`src/rtl/cpu_pkg.sv`:
```
// rtl/cpu_pkg.sv - shared opcode, state and ALU encodings plus instruction field positions
package cpu_pkg;

  typedef enum logic [3:0] {
    OP_NOP  = 4'h0,
    OP_MOVI = 4'h1,
    OP_ADD  = 4'h2,
    OP_SUB  = 4'h3,
    OP_JMP  = 4'h5,
    OP_JZ   = 4'h6,
    OP_HALT = 4'hF
  } opcode_t;

  typedef enum logic [2:0] {
    S_FETCH,
    S_DECODE,
    S_EXECUTE,
    S_WRITEBACK,
    S_HALTED
  } state_t;

  typedef enum logic [1:0] {
    ALU_PASS = 2'b00,
    ALU_ADD  = 2'b01,
    ALU_SUB  = 2'b10
  } alu_op_t;

  localparam int OP_MSB  = 15;
  localparam int OP_LSB  = 12;
  localparam int RD_MSB  = 10;
  localparam int RD_LSB  = 8;
  localparam int RS1_MSB = 6;
  localparam int RS1_LSB = 4;
  localparam int RS2_MSB = 2;
  localparam int RS2_LSB = 0;
  localparam int IMM_MSB = 7;
  localparam int IMM_LSB = 0;

endpackage

```
`src/rtl/instr_decoder.sv`:
```
// rtl/instr_decoder.sv - combinational split of the instruction register into fields and class flags
module instr_decoder
  import cpu_pkg::*;
(
  input  logic [15:0] ir,
  output logic [3:0]  op,
  output logic [2:0]  rd,
  output logic [2:0]  rs1,
  output logic [2:0]  rs2,
  output logic [7:0]  imm,
  output logic        is_alu,
  output logic        writes_reg,
  output logic        illegal
);

  logic unused_ir11;

  assign op  = ir[OP_MSB:OP_LSB];
  assign rd  = ir[RD_MSB:RD_LSB];
  assign rs1 = ir[RS1_MSB:RS1_LSB];
  assign rs2 = ir[RS2_MSB:RS2_LSB];
  assign imm = ir[IMM_MSB:IMM_LSB];
  assign unused_ir11 = ir[11];

  always_comb begin
    is_alu     = 1'b0;
    writes_reg = 1'b0;
    illegal    = 1'b0;
    case (op)
      OP_ADD, OP_SUB: begin
        is_alu     = 1'b1;
        writes_reg = 1'b1;
      end
      OP_MOVI: writes_reg = 1'b1;
      OP_NOP, OP_JMP, OP_JZ, OP_HALT: ;
      default: illegal = 1'b1;
    endcase
  end

endmodule

```
`src/rtl/control_sequencer.sv`:
```
// rtl/control_sequencer.sv - fetch/decode/execute/writeback sequencer driving register file and ALU
module control_sequencer
  import cpu_pkg::*;
#(
  parameter int ADDR_BITS = 3,
  parameter int DATA_BITS = 8,
  parameter int PC_BITS   = 8
) (
  input  logic                 clk,
  input  logic                 reset,
  output logic [PC_BITS-1:0]   imem_addr,
  output logic                 imem_rd_en,
  input  logic [15:0]          imem_data,
  output logic [ADDR_BITS-1:0] rd0_addr,
  output logic [ADDR_BITS-1:0] rd1_addr,
  output logic                 rd0_enable,
  output logic                 rd1_enable,
  output logic [1:0]           alu_op,
  input  logic [DATA_BITS-1:0] alu_result,
  input  logic                 alu_zero,
  output logic [ADDR_BITS-1:0] wr_addr,
  output logic                 wr_enable,
  output logic [DATA_BITS-1:0] wr_data,
  output logic                 halted,
  output logic                 illegal_op
);

  state_t               state, state_next;
  logic [PC_BITS-1:0]   pc;
  logic [15:0]          ir;
  logic [DATA_BITS-1:0] result;
  logic                 zflag;

  logic [3:0] dec_op;
  logic [2:0] dec_rd, dec_rs1, dec_rs2;
  logic [7:0] dec_imm;
  logic       dec_is_alu, dec_writes_reg, dec_illegal;

  instr_decoder u_decoder (
    .ir         (ir),
    .op         (dec_op),
    .rd         (dec_rd),
    .rs1        (dec_rs1),
    .rs2        (dec_rs2),
    .imm        (dec_imm),
    .is_alu     (dec_is_alu),
    .writes_reg (dec_writes_reg),
    .illegal    (dec_illegal)
  );

  assign imem_addr = pc;

  always_ff @(posedge clk or negedge reset) begin
    if (!reset) begin
      state <= S_FETCH;
    end else begin
      state <= state_next;
    end
  end

  // Datapath registers follow the state the FSM is leaving on this edge.
  always_ff @(posedge clk or negedge reset) begin
    if (!reset) begin
      pc     <= '0;
      ir     <= '0;
      result <= '0;
      zflag  <= 1'b0;
    end else begin
      case (state)
        S_DECODE: begin
          ir <= imem_data;
          pc <= pc + PC_BITS'(1);
        end
        S_EXECUTE: begin
          if (dec_is_alu) begin
            result <= alu_result;
            zflag  <= alu_zero;
          end else if (dec_op == OP_MOVI) begin
            result <= DATA_BITS'(dec_imm);
          end else if (dec_op == OP_JMP || (dec_op == OP_JZ && zflag)) begin
            pc <= PC_BITS'(dec_imm);
          end
        end
        default: ;
      endcase
    end
  end

  always_comb begin
    state_next = state;
    imem_rd_en = 1'b0;
    rd0_addr   = '0;
    rd1_addr   = '0;
    rd0_enable = 1'b0;
    rd1_enable = 1'b0;
    alu_op     = ALU_PASS;
    wr_addr    = '0;
    wr_enable  = 1'b0;
    wr_data    = '0;
    halted     = 1'b0;
    illegal_op = 1'b0;
    case (state)
      S_FETCH: begin
        // Held low while reset is asserted so every output reads 0 in reset.
        imem_rd_en = reset;
        state_next = S_DECODE;
      end
      S_DECODE: state_next = S_EXECUTE;
      S_EXECUTE: begin
        state_next = S_FETCH;
        if (dec_is_alu) begin
          rd0_addr   = ADDR_BITS'(dec_rs1);
          rd1_addr   = ADDR_BITS'(dec_rs2);
          rd0_enable = 1'b1;
          rd1_enable = 1'b1;
          alu_op     = (dec_op == OP_SUB) ? ALU_SUB : ALU_ADD;
        end
        if (dec_writes_reg) state_next = S_WRITEBACK;
        if (dec_op == OP_HALT) state_next = S_HALTED;
        illegal_op = dec_illegal;
      end
      S_WRITEBACK: begin
        wr_enable  = 1'b1;
        wr_addr    = ADDR_BITS'(dec_rd);
        wr_data    = result;
        state_next = S_FETCH;
      end
      S_HALTED: halted = 1'b1;
      default:  state_next = S_FETCH;
    endcase
  end

endmodule

```
`config.mk`:
```
export PLATFORM = sky130hd
export DESIGN_NAME = control_sequencer
export DESIGN_NICKNAME = d
export VERILOG_FILES = /design/src/rtl/cpu_pkg.sv /design/src/rtl/instr_decoder.sv /design/src/rtl/control_sequencer.sv
export SDC_FILE = /design/constraint.sdc
export NUM_CORES = 1
export LEC_CHECK = 0
export CAP_MARGIN = 0
export CORE_AREA = 2 2 67 69
export DETAILED_ROUTE_END_ITERATION = 8
export DIE_AREA = 0 0 69 71
export MAX_ROUTING_LAYER = met4
export PLACE_DENSITY = 0.78
export SYNTH_ARGS = -nofsm -noshare
export SYNTH_HDL_FRONTEND = slang
export SYNTH_SLANG_ARGS = --single-unit
```
`constraint.sdc`:
```
create_clock -name clk -period 2.2 [get_ports clk]
set_clock_uncertainty 0.15 [all_clocks]
set_input_delay 0.22 -clock clk [delete_from_list [all_inputs] [get_ports clk]]
set_output_delay 0.22 -clock clk [all_outputs]
set_load 0.01 [all_outputs]
```
# Word level (Yosys, flattened, before mapping)
# Index checks and enable logic that the tools add are counted.
# word_totals
regBits	36
inputBits	27
out_inout_bits	33
word_cells	58
# classes
add_sub_neg	1
eq_ne	13
muxes	27
n_reduce_logical	12
# ops
cell	count
8-bit two-way mux	6
3-bit two-way mux	6
8-bit case mux with 2 select lines	1
3-bit case mux with 4 select lines	1
1-bit two-way mux	9
8-bit by 1-bit adder with 8-bit output (second input constant)	1
4-bit by 2-bit equality test with 1-bit output (second input constant)	2
4-bit by 3-bit equality test with 1-bit output (second input constant)	2
2-bit two-way mux	4
7-bit OR reduction	1
3-bit by 2-bit equality test with 1-bit output (second input constant)	2
2-bit != test (second input constant)	3
4-bit by 1-bit equality test with 1-bit output (second input constant)	1
4-bit equality test (second input constant)	1
4-bit zero test	1
2-bit AND reduction	2
4-bit AND reduction	1
2-bit nonzero test	2
3-bit by 1-bit equality test with 1-bit output (second input constant)	1
3-bit equality test (second input constant)	1
3-bit zero test	1
3-bit OR reduction	1
2-bit OR reduction	1
1-bit logical AND	1
1-bit logical OR	1

# Longest topological paths before layout
# logic_depth
ltp_word	7
depth_mapped	7
mapped_depth_nobuf	5

# By module
# Synthesis repeated with hierarchy kept, for this count alone.
# hier_totals
cells_unflattened	194
hier_area_um2	2018.2
# modules_own_cells
mod	instances	cells_each	area_each_um2	seq_area_each_um2
control_sequencer	1	165	1818.0	900.9
instr_decoder	1	29	200.2	0.0

# Worst setup path before layout
# No wires, ideal clock.
# synth_path
path_type	reg-to-reg
from	register state[2]
to	register zflag
setup_ps	125
t_arrival_ps	1717
required_time_ps	1925
setup_slack_ps	208
stages_incl_launch_ff	6
n_path_buf	2
period_less_slack_ps	1992
path_cell_list	dfrtp_1 -> buf_6 -> or3b_4 -> clkbuf_1 -> nor2_1 -> mux2_2
# synth_via
elab_chain_cells	2
# synth_lines
element	line	rtl
from (decl)	control_sequencer.sv:28	state_t state, state_next;
from (signal assigned)	control_sequencer.sv:57	state <= state_next;
3-bit by 2-bit equality test with 1-bit output	control_sequencer.sv:69	case (state)
2-bit AND reduction (no source line)	n/a	
to (signal assigned)	control_sequencer.sv:77	zflag <= alu_zero;
to (decl)	control_sequencer.sv:32	logic zflag;
# Every way passes these cells.
# A chain may end at the register's enable or synchronous reset.

# Final worst setup path
# layout_path
from	register state[2]
to	output wr_data[4]
# layout_via
elab_chain_cells	2
# layout_lines
element	line	rtl
3-bit by 2-bit equality test with 1-bit output	control_sequencer.sv:102	case (state)
8-bit two-way mux	control_sequencer.sv:102	
to (decl)	control_sequencer.sv:23	output logic [DATA_BITS-1:0] wr_data,
# Every way passes these cells.

==> run metrics <==
switching power=1.37 mW; Reg clk slew, reported paths=60 ps; synth warn=0; Tmin final=2260 ps; min-delay worst type=in -> async; Bufs on Longest Clock Path=2; switching share of power=39.9%; worst skew pair latency=290 ps; setup ws final=-63.5 ps; final wirelength=4.60 mm; Critical Path Slowest Stage Cell=clkdlybuf4s50_1; initial antenna violation count=0; worst reg-to-reg setup slack=160 ps; DIE WIDTH=69 um; drt wl/cell=14.1 um; RR Endpoint=imem_addr[0]$_DFFE_PN0P_; sequential share of the synthesized area=48.1%; Starting Density=43.3%; Setup CP Type=reg -> out; hold buffers post-CTS=0; total gr overflow=0; FF-to-FF path depth=5; CP required=1830 ps; pwr dens=1310 nW/um^2; failing checks=negative setup slack; reg2reg start=state[0]$_DFFE_PN0N_; most frequent cells in the layout=nand2_1 (63), clkdlybuf4s50_1 (41), dfrtp_1 (33); RePlAce Congestion=0.806; Port Buffers=58; Syn Inst Count=210; Synth top area share=48.1%; VDD IR max=806 uV; unrepaired setup endpoints after global routing=true; CP delay by family, top=buffers and inverters; Gate power share=48.6%; global-route wire length before repair=8.11 mm; area grow syn2layout=44.2%; DR vias/cell=5.39; CP startpoint kind=flop; WHS=252 ps; Max Cap Viol=0; All-Layer GR Usage=21.3%; CP max FO=6; CP arrival=1890 ps; Chip Height=71 um; H-tree Lvls=2; P_int=2.06 mW; synthesized area per cell=8.67 um^2; syn nets=238; Least-Margin Pin Slew=478 ps; I/O pin count=60; Buf/Inv on CP=3; Clock Sinks=35; post-route ant nets=0; crit-path max cell delay=530 ps; CTS tree=yes; Final Net Count=302; Yosys top cell by area=dfrtp_1; drt first pass iters=5; CTS root buffer=clkbuf_8; via count=1,761; Core Box Area=4200 um^2; slew margin rel.=68.1%; Pins Over Slew Limit=0; pre-CTS setup slack=155 ps; ys async rst share=100%; fin crit share=103%; vias in the first global route=1,743; largest net degree at the start of global routing=36; Final setup viols=5; EDFF count, synth=0; Fin. Hold Viols=0; Mapped Area=1820 um^2; crit-path cells=buf_4, nor3b_4, buf_4, and2_1, clkdlybuf4s50_1; clock network power share=14.7%; cell mode on critical path=buf_4; Max Clock Freq=442 MHz; FF+latch count, synth=35; ant diodes=0; status=finished, violations left; Most used DFF post-synth=dfrtp_1; Synth area leaders=dfrtp_1 (48%), nand2_1 (13%), and2_1 (5.2%); Crit. End Element=primary output; Layout fillers=372; layout cell share with drive strength beyond 1=12.0%; register share of total power=36.7%; Distinct cells, synth=37; most common cell after layout, fill and taps aside=nand2_1; DRC marker count from the first detailed-route iteration=180; drt drc=0; Static Leak=1.31 nW; cts bufs inserted=5; DIE AREA=4900 um^2; row cnt=24; Post-DP HPWL=3.30 mm
-- logic make-up after synthesis --
group,count (synthesis),synth area share (%)
multiplexers,2,1.44
AND/OR/NAND/NOR,124,32.5
buffers and inverters,16,4.12
AO/OA/AOI/OAI,32,13.2
adder cells (fa/ha/maj),1,0.687
flip-flops,35,48.1
-- metal layers --
metal / GRT usage [%] / vias up / wire, um
met5: - / - / 0
met4: 9.15 / 0 / 115
met3: 4.70 / 13 / 264
met2: 34.8 / 63 / 2300
met1: 25.4 / 845 / 1920
li1: - / 840 / -
-- state kept, by name, summed over array words and instances, names as in the netlist --
| register | flops |
|---|---|
| state | 3 |
| imem_addr | 8 |
| ir | 15 |
| result | 8 |
| zflag | 1 |
-- worst register-to-register path, cell delays in order (launching register included) --
cell,delay (ps)
dfrtp_2,460
or3b_4,420
buf_4,190
a2111oi_4,280
nor2_4,120
a221o_1,310
-- area by class of cell --
type | instances | area (um^2) | area share (%)
Multi-Input combinational cell | 159 | 895 | 34.1
Sequential cell | 35 | 878 | 33.4
Timing Repair Buffer | 70 | 677 | 25.8
Clock buffer | 8 | 100 | 3.81
Tap cell | 52 | 65.1 | 2.48
Inverter | 3 | 11.3 | 0.429
-- power groups by stage --
| stage | Clock [mW] | Combinational [mW] | Sequential [mW] |
|---|---|---|---|
| 2_1_floorplan | 0 | 0.989 | 1.19 |
| 3_3_place_gp | 0 | 1.59 | 1.24 |
| 3_5_place_dp | 0 | 1.63 | 1.25 |
| 4_1_cts | 0.517 | 1.67 | 1.25 |
| 5_1_grt | 0.554 | 1.84 | 1.31 |
| 6_report | 0.505 | 1.67 | 1.26 |
-- worst max path at each step --
stage                          from                  endpoint  slack, ps  cells past startpoint
2_1_floorplan  state[2]$_DFFE_PN0N_         zflag$_DFFE_PN0P_        210                      5
3_3_place_gp   state[1]$_DFFE_PN0N_                illegal_op        180                      3
3_5_place_dp   state[1]$_DFFE_PN0N_  imem_addr[1]$_DFFE_PN0P_        150                      5
4_1_cts        state[2]$_DFFE_PN0N_                wr_data[7]        -70                      5
5_1_grt        state[2]$_DFFE_PN0N_                wr_addr[0]       -130                      5
6_report       state[2]$_DFFE_PN0N_                wr_data[4]        -60                      5
-- synthesized netlist by cell type (2+ instances only) --
library cell	n
o22ai_1	2
buf_2	3
a21oi_1	6
and3_1	10
nor2_1	21
a31oi_1	10
clkbuf_1	8
nor3b_2	2
nor3_1	2
inv_1	3
nand2_1	63
o32a_1	3
o21ai_0	3
nand3_1	2
dfrtp_1	35
and2_1	15
nor3b_1	2
-- through the flow --
stage / util, % / TNS [ps] / instance area [um^2] / std cells / power, mW
after floorplan: - / 0 / 1820 / 210 / 2.18
after global placement: 59.3 / 0 / 2490 / 317 / 2.83
after detailed placement: 59.3 / 0 / 2490 / 317 / 2.88
after CTS: 62.2 / -354 / 2610 / 327 / 3.44
after global routing: 62.5 / -620 / 2630 / 327 / 3.71
final: 62.5 / -266 / 2630 / 327 / 3.43
-- repair_timing --
action	4_1_cts	5_1_grt
buffers inserted	1	0
resized for setup	24	4
pin swaps	1	0
cloned	1	0
setup endpoints to repair	22	10
Note: power is estimated with default switching activity, not from simulation.
